## src/rtl/alu_seq_pkg.sv

```systemverilog
// Shared types and constants for the ALU operation sequencer and its flag checker.
package alu_seq_pkg;

    typedef enum logic [1:0] {
        IDLE = 2'd0,
        WAIT = 2'd1,
        RESP = 2'd2
    } seq_state_t;

    // Bit positions within the {greater, equal, less} flag vector
    localparam int GT = 2;
    localparam int EQ = 1;
    localparam int LT = 0;

    localparam int LAT_CNT_W = 4;

endpackage

```

## src/rtl/alu_flag_checker.sv

```systemverilog
// Combinational consistency check of ALU compare flags against an unsigned compare
// of the operands; used only when ALU_SEQ_FLAG_CHECK_EN is defined.
module alu_flag_checker
    import alu_seq_pkg::*;
#(
    parameter int AW = 16
) (
    input  logic [AW-1:0] a,
    input  logic [AW-1:0] b,
    input  logic [2:0]    flags,
    output logic          err
);

    logic [2:0] flags_exp;

    always_comb begin
        flags_exp     = 3'b000;
        flags_exp[GT] = (a > b);
        flags_exp[EQ] = (a == b);
        flags_exp[LT] = (a < b);
        // flags_exp is always one-hot, so a mismatch also catches non-one-hot flags
        err = !$onehot(flags) || (flags != flags_exp);
    end

endmodule

```

## src/rtl/alu_op_sequencer.sv

```systemverilog
// Command/response sequencer for the ALU array: latches operands, waits ALU_LAT
// cycles, captures result and flags. Optional flag checker: ALU_SEQ_FLAG_CHECK_EN.
module alu_op_sequencer
    import alu_seq_pkg::*;
#(
    parameter int  WIDTH   = 4,
    parameter int  N_ALU   = 4,
    parameter int  ALU_LAT = 0,
    parameter int  OW      = WIDTH*N_ALU*8,
    localparam int AW      = WIDTH*N_ALU
) (
    input  logic          clk,
    input  logic          rst_n,
    input  logic          cmd_valid,
    output logic          cmd_ready,
    input  logic [AW-1:0] cmd_a,
    input  logic [AW-1:0] cmd_b,
    input  logic [2:0]    cmd_sel,
    output logic [AW-1:0] alu_a,
    output logic [AW-1:0] alu_b,
    output logic [2:0]    alu_select,
    input  logic [OW-1:0] alu_out,
    input  logic          alu_carry_out,
    input  logic          alu_a_greater,
    input  logic          alu_a_equal,
    input  logic          alu_a_less,
    output logic          rsp_valid,
    input  logic          rsp_ready,
    output logic [OW-1:0] rsp_out,
    output logic          rsp_carry,
    output logic [2:0]    rsp_flags,
    output logic          rsp_err,
    output logic          err_sticky,
    output logic [15:0]   txn_count
);

    // state | meaning
    // IDLE  | nothing in flight, ready for a command
    // WAIT  | operands on the ALU, latency counter running down
    // RESP  | result captured and offered on the response channel

    seq_state_t           state, state_nxt;
    logic [LAT_CNT_W-1:0] cnt;
    logic                 accept;
    logic                 capture;
    logic                 rsp_hs;
    logic [2:0]           alu_flags;

    assign alu_flags = {alu_a_greater, alu_a_equal, alu_a_less};

    always_comb begin
        cmd_ready = (state == IDLE) || ((state == RESP) && rsp_ready);
        rsp_valid = (state == RESP);
        accept    = cmd_valid && cmd_ready;
        capture   = (state == WAIT) && (cnt == '0);
        rsp_hs    = rsp_valid && rsp_ready;
        state_nxt = state;
        case (state)
            IDLE:    if (accept) state_nxt = WAIT;
            WAIT:    if (capture) state_nxt = RESP;
            RESP:    if (rsp_hs) state_nxt = accept ? WAIT : IDLE;
            default: state_nxt = IDLE;
        endcase
    end

    always_ff @(posedge clk or negedge rst_n) begin
        if (!rst_n) begin
            state      <= IDLE;
            cnt        <= '0;
            alu_a      <= '0;
            alu_b      <= '0;
            alu_select <= '0;
            rsp_out    <= '0;
            rsp_carry  <= 1'b0;
            rsp_flags  <= '0;
            txn_count  <= '0;
        end else begin
            state <= state_nxt;
            if (accept) begin
                alu_a      <= cmd_a;
                alu_b      <= cmd_b;
                alu_select <= cmd_sel;
                cnt        <= LAT_CNT_W'(ALU_LAT);
            end else if ((state == WAIT) && (cnt != '0)) begin
                cnt <= cnt - 1'b1;
            end
            if (capture) begin
                rsp_out   <= alu_out;
                rsp_carry <= alu_carry_out;
                rsp_flags <= alu_flags;
            end
            if (rsp_hs) txn_count <= txn_count + 16'd1;
        end
    end

`ifdef ALU_SEQ_FLAG_CHECK_EN
    logic chk_err;

    alu_flag_checker #(.AW(AW)) u_flag_checker (
        .a     (alu_a),
        .b     (alu_b),
        .flags (alu_flags),
        .err   (chk_err)
    );

    always_ff @(posedge clk or negedge rst_n) begin
        if (!rst_n) begin
            rsp_err    <= 1'b0;
            err_sticky <= 1'b0;
        end else if (capture) begin
            rsp_err    <= chk_err;
            err_sticky <= err_sticky | chk_err;
        end
    end
`else
    assign rsp_err    = 1'b0;
    assign err_sticky = 1'b0;
`endif

endmodule

```

## config.mk

```make
export PLATFORM = sky130hd
export DESIGN_NAME = alu_op_sequencer
export DESIGN_NICKNAME = d
export VERILOG_FILES = /design/src/rtl/alu_seq_pkg.sv /design/src/rtl/alu_flag_checker.sv /design/src/rtl/alu_op_sequencer.sv
export SDC_FILE = /design/constraint.sdc
export NUM_CORES = 1
export LEC_CHECK = 0
export CAP_MARGIN = 20
export CORE_MARGIN = 5
export CORE_UTILIZATION = 40
export DETAILED_ROUTE_END_ITERATION = 6
export PLACE_DENSITY = 0.8
export SYNTH_ARGS = -nofsm -noshare
export SYNTH_HDL_FRONTEND = slang
export SYNTH_SLANG_ARGS = --single-unit
```

## constraint.sdc

```tcl
create_clock -name clk -period 2.2 [get_ports clk]
set_clock_uncertainty 0.05 [all_clocks]
set_input_delay 0.22 -clock clk [delete_from_list [all_inputs] [get_ports clk]]
set_output_delay 0.22 -clock clk [all_outputs]
set_load 0.005 [all_outputs]
```

==> metrics.md <==
| Metric | Value |
|---|---|
| Status | completed |
| Startpoint types | register |
| Largest net degree at the start of global routing | 81 |
| Post-synth EDFFs | 0 |
| Initial core utilization | 40.5% |
| Routed Wire Length | 20100 um |
| CP max stage delay | 560 ps |
| Final HPWL DP | 15300 um |
| Reg clk slew, reported paths | 70 ps |
| Pins Over Slew Limit | 0 |
| Die ar. | between 20000 and 25000 um^2 |
| P_leak | 4.94 nW |
| Crit end category | primary output |
| Vias in the first global route | 5575 |
| Clock root buffer | clkbuf_16 |
| Initial antenna violation count | 0 |
| Post-CTS Setup Bufs | 0 |
| Detailed Route Iter0 Violations | 247 |
| Final setup violating endpoints | 0 |
| Clk buf depth | 2 |
| Ports placed on the boundary | 358 |
| Setup TNS Final | 0 ps |
| GR Overflow Total | 0 |
| Power density over the cells | 1410 nW/um^2 |
| Compound-Gate Fraction of Synth Area | 0.327% |
| Cell area after synthesis | 7270 um^2 |
| Commonest cells in the netlist | 189 x dfrtp_1, 168 x mux2_2, 10 x buf_2, 10 x nand3_1, 10 x xnor2_1 |
| Die width | 145 um |
| Data required time at the worst endpoint | 1930 ps |
| Crit path max-delay family | buffers and inverters |
| Largest family of logic cells by synthesized area | multiplexers |
| I/O Buffers | 355 |
| Maximum Capacitance Violations | 0 |
| Hold Violations, Final | 0 |
| Period Utilization, post-route | 89.4% |
| RD Place Congestion | 0.782 |
| Fill cell count | 1329 |
| Hold Slack | around 230 ps |
| Share of the synthesized area in the top cell type | 65.0% |
| # DRC | 0 |
| CP max stage cell | clkdlybuf4s50_1 |
| Most used flip-flop cell after synthesis | dfrtp_1 |
| Worst Hold Class | in2async |
| Fin nets | around 1000 |
| Vias per cell | 4.80 |
| Yosys warns | 0 |
| Most frequent cell after synthesis | dfrtp_1 |
| Critical-path cell list | a21oi_1 -> clkdlybuf4s50_1 |
| Minimum clock period | 1970 ps |
| WP buf/inv | 1 |
| Critical path class | reg2out |
| Asr flop ratio synth | 100% |
| Post-route ant nets | 0 |
| Routed WL per cell | 19.0 um |
| Num CTS Buffers | 17 |
| Post-Synth Adder-Cell Area | 0.516% |
| Crit path DAT | about 1700 ps |
| Share of cell area taken by muxes after synthesis | 26.0% |
| Antenna Cells | 0 |
| Synth cell types | 30 |
| First-pass iteration count of the detailed router | 4 |
| Synthesis-stage register bit count | 189 |
| Synth area leader | dfrtp_1 |
| Worst-Skew Late Latency | 420 ps |
| Sequential element share of the synthesized area | 65.0% |
| Max FO, Critical Path | 4 |
| Simple-gate share of the synthesized area | 3.51% |
| TritonCTS clock tree | yes |
| Fraction of layout cells with a size suffix above 1 | between 20% and 30% |
| FMAX | 0.508 GHz |
| Peak supply drop | 0.885 mV |
| RSZ-0062 raised after global routing | false |
| Post-cts resize count | 0 |
| XOR/XNOR share of the synthesized area | between 2 and 2.5% |
| Clock tree sinks | 189 |
| GRT Overall Usage | 18.7% |
| Avg Cell Area, Syn | 16.2 um^2 |
| Synthesis-to-finish area growth | 61.0% |
| First-pass GRT wire length | 30300 um |
| Cell Rows | 49 |
| H-tree levels | 4 |
| Height of the die | 145 um |
| Vias | a little over 5000 |
| Mapped Cells | 450 |
| Leading post-synthesis cells by cell area | dfrtp_1 65%, mux2_2 26%, buf_6 1.2% |
| Core ar. | 18000 um^2 |
| CTS Hold Buffers Added | 1 |
-- logic make-up after synthesis --
family | Yosys count
compound gates | 4
xor+xnor | 18
fa+ha+maj | 3
buf+inv | 25
flops | 189
mux | 168
other cells | 1
simple gates | 42
-- flip-flops by register name, indices dropped and copies added, names as in the netlist --
register / count
rsp_out: 128
state: 2
txn_count: 16
alu_a: 16
cnt: 4
rsp_carry: 1
rsp_flags: 3
alu_b: 16
alu_select: 3
-- stage by stage --
step	power [mW]	instance area [um^2]	std cells	util (%)	setup slack (ps)
after CTS	16.7	11700	1055	65.2	203
after global routing	17.4	11700	1055	65.2	102
final	16.5	11700	1055	65.2	233
after floorplan	9.02	7280	451	-	586
after global placement	13.2	11100	1023	61.8	283
after detailed placement	13.5	11100	1023	61.8	215
-- per-layer routing --
layer / part of all wire, % / track usage (%)
met3: 11 / 7.43
met4: 2.9 / 7.07
met1: 36 / 21.1
met5: 0 / 0
met2: 51 / 32.0
-- where the power goes --
group          internal [mW]  leakage [nW]  switching, mW  total (mW)
Clock                   1.80         0.282           1.32        3.12
Combinational           4.94          2.42           2.32        7.26
Sequential              5.17          2.24          0.903        6.08
Total                   11.9          4.94           4.55        16.5
-- placed cells by master (no fill, tap or decap), types with 5 or more instances in the layout --
cell             Yosys  final
inv_1                5      5
nand3_1             10     10
mux2_2             168    168
buf_12               0      6
clkbuf_16            0     17
dfrtp_1            189    189
xnor2_1             10     10
clkdlybuf4s50_1      0    354
xor2_1               8      8
nand2_1              7      7
nor2_1               8      8
-- cell type report --
cell class                      instances  area, um^2  share of cell area (%)
Multi-Input combinational cell        237        2380                    20.3
Timing Repair Buffer                  364        3700                    31.6
Clock buffer                           19         433                    3.70
Tap cell                              229         287                    2.45
Clock inverter                         12         160                    1.37
Inverter                                5        18.8                   0.160
Sequential cell                       189        4730                    40.4
-- final timing paths --
path	from	endpoint	slack, ps	cells after the start
setup / recovery	state[1]$_DFFE_PN0P_	cmd_ready	230	2
hold / removal	rst_n	rsp_out[13]$_DFFE_PN0P_	230	2
setup reg to reg	cnt[0]$_DFFE_PN0P_	cnt[3]$_DFFE_PN0P_	410	6
hold reg to reg	txn_count[15]$_DFFE_PN0P_	txn_count[15]$_DFFE_PN0P_	440	1
max in group asynchronous	rst_n	txn_count[10]$_DFFE_PN0P_	1180	3
min in group clk	alu_out[32]	rsp_out[32]$_DFFE_PN0P_	350	2
No activity file was read; power rests on OpenSTA's default activity.
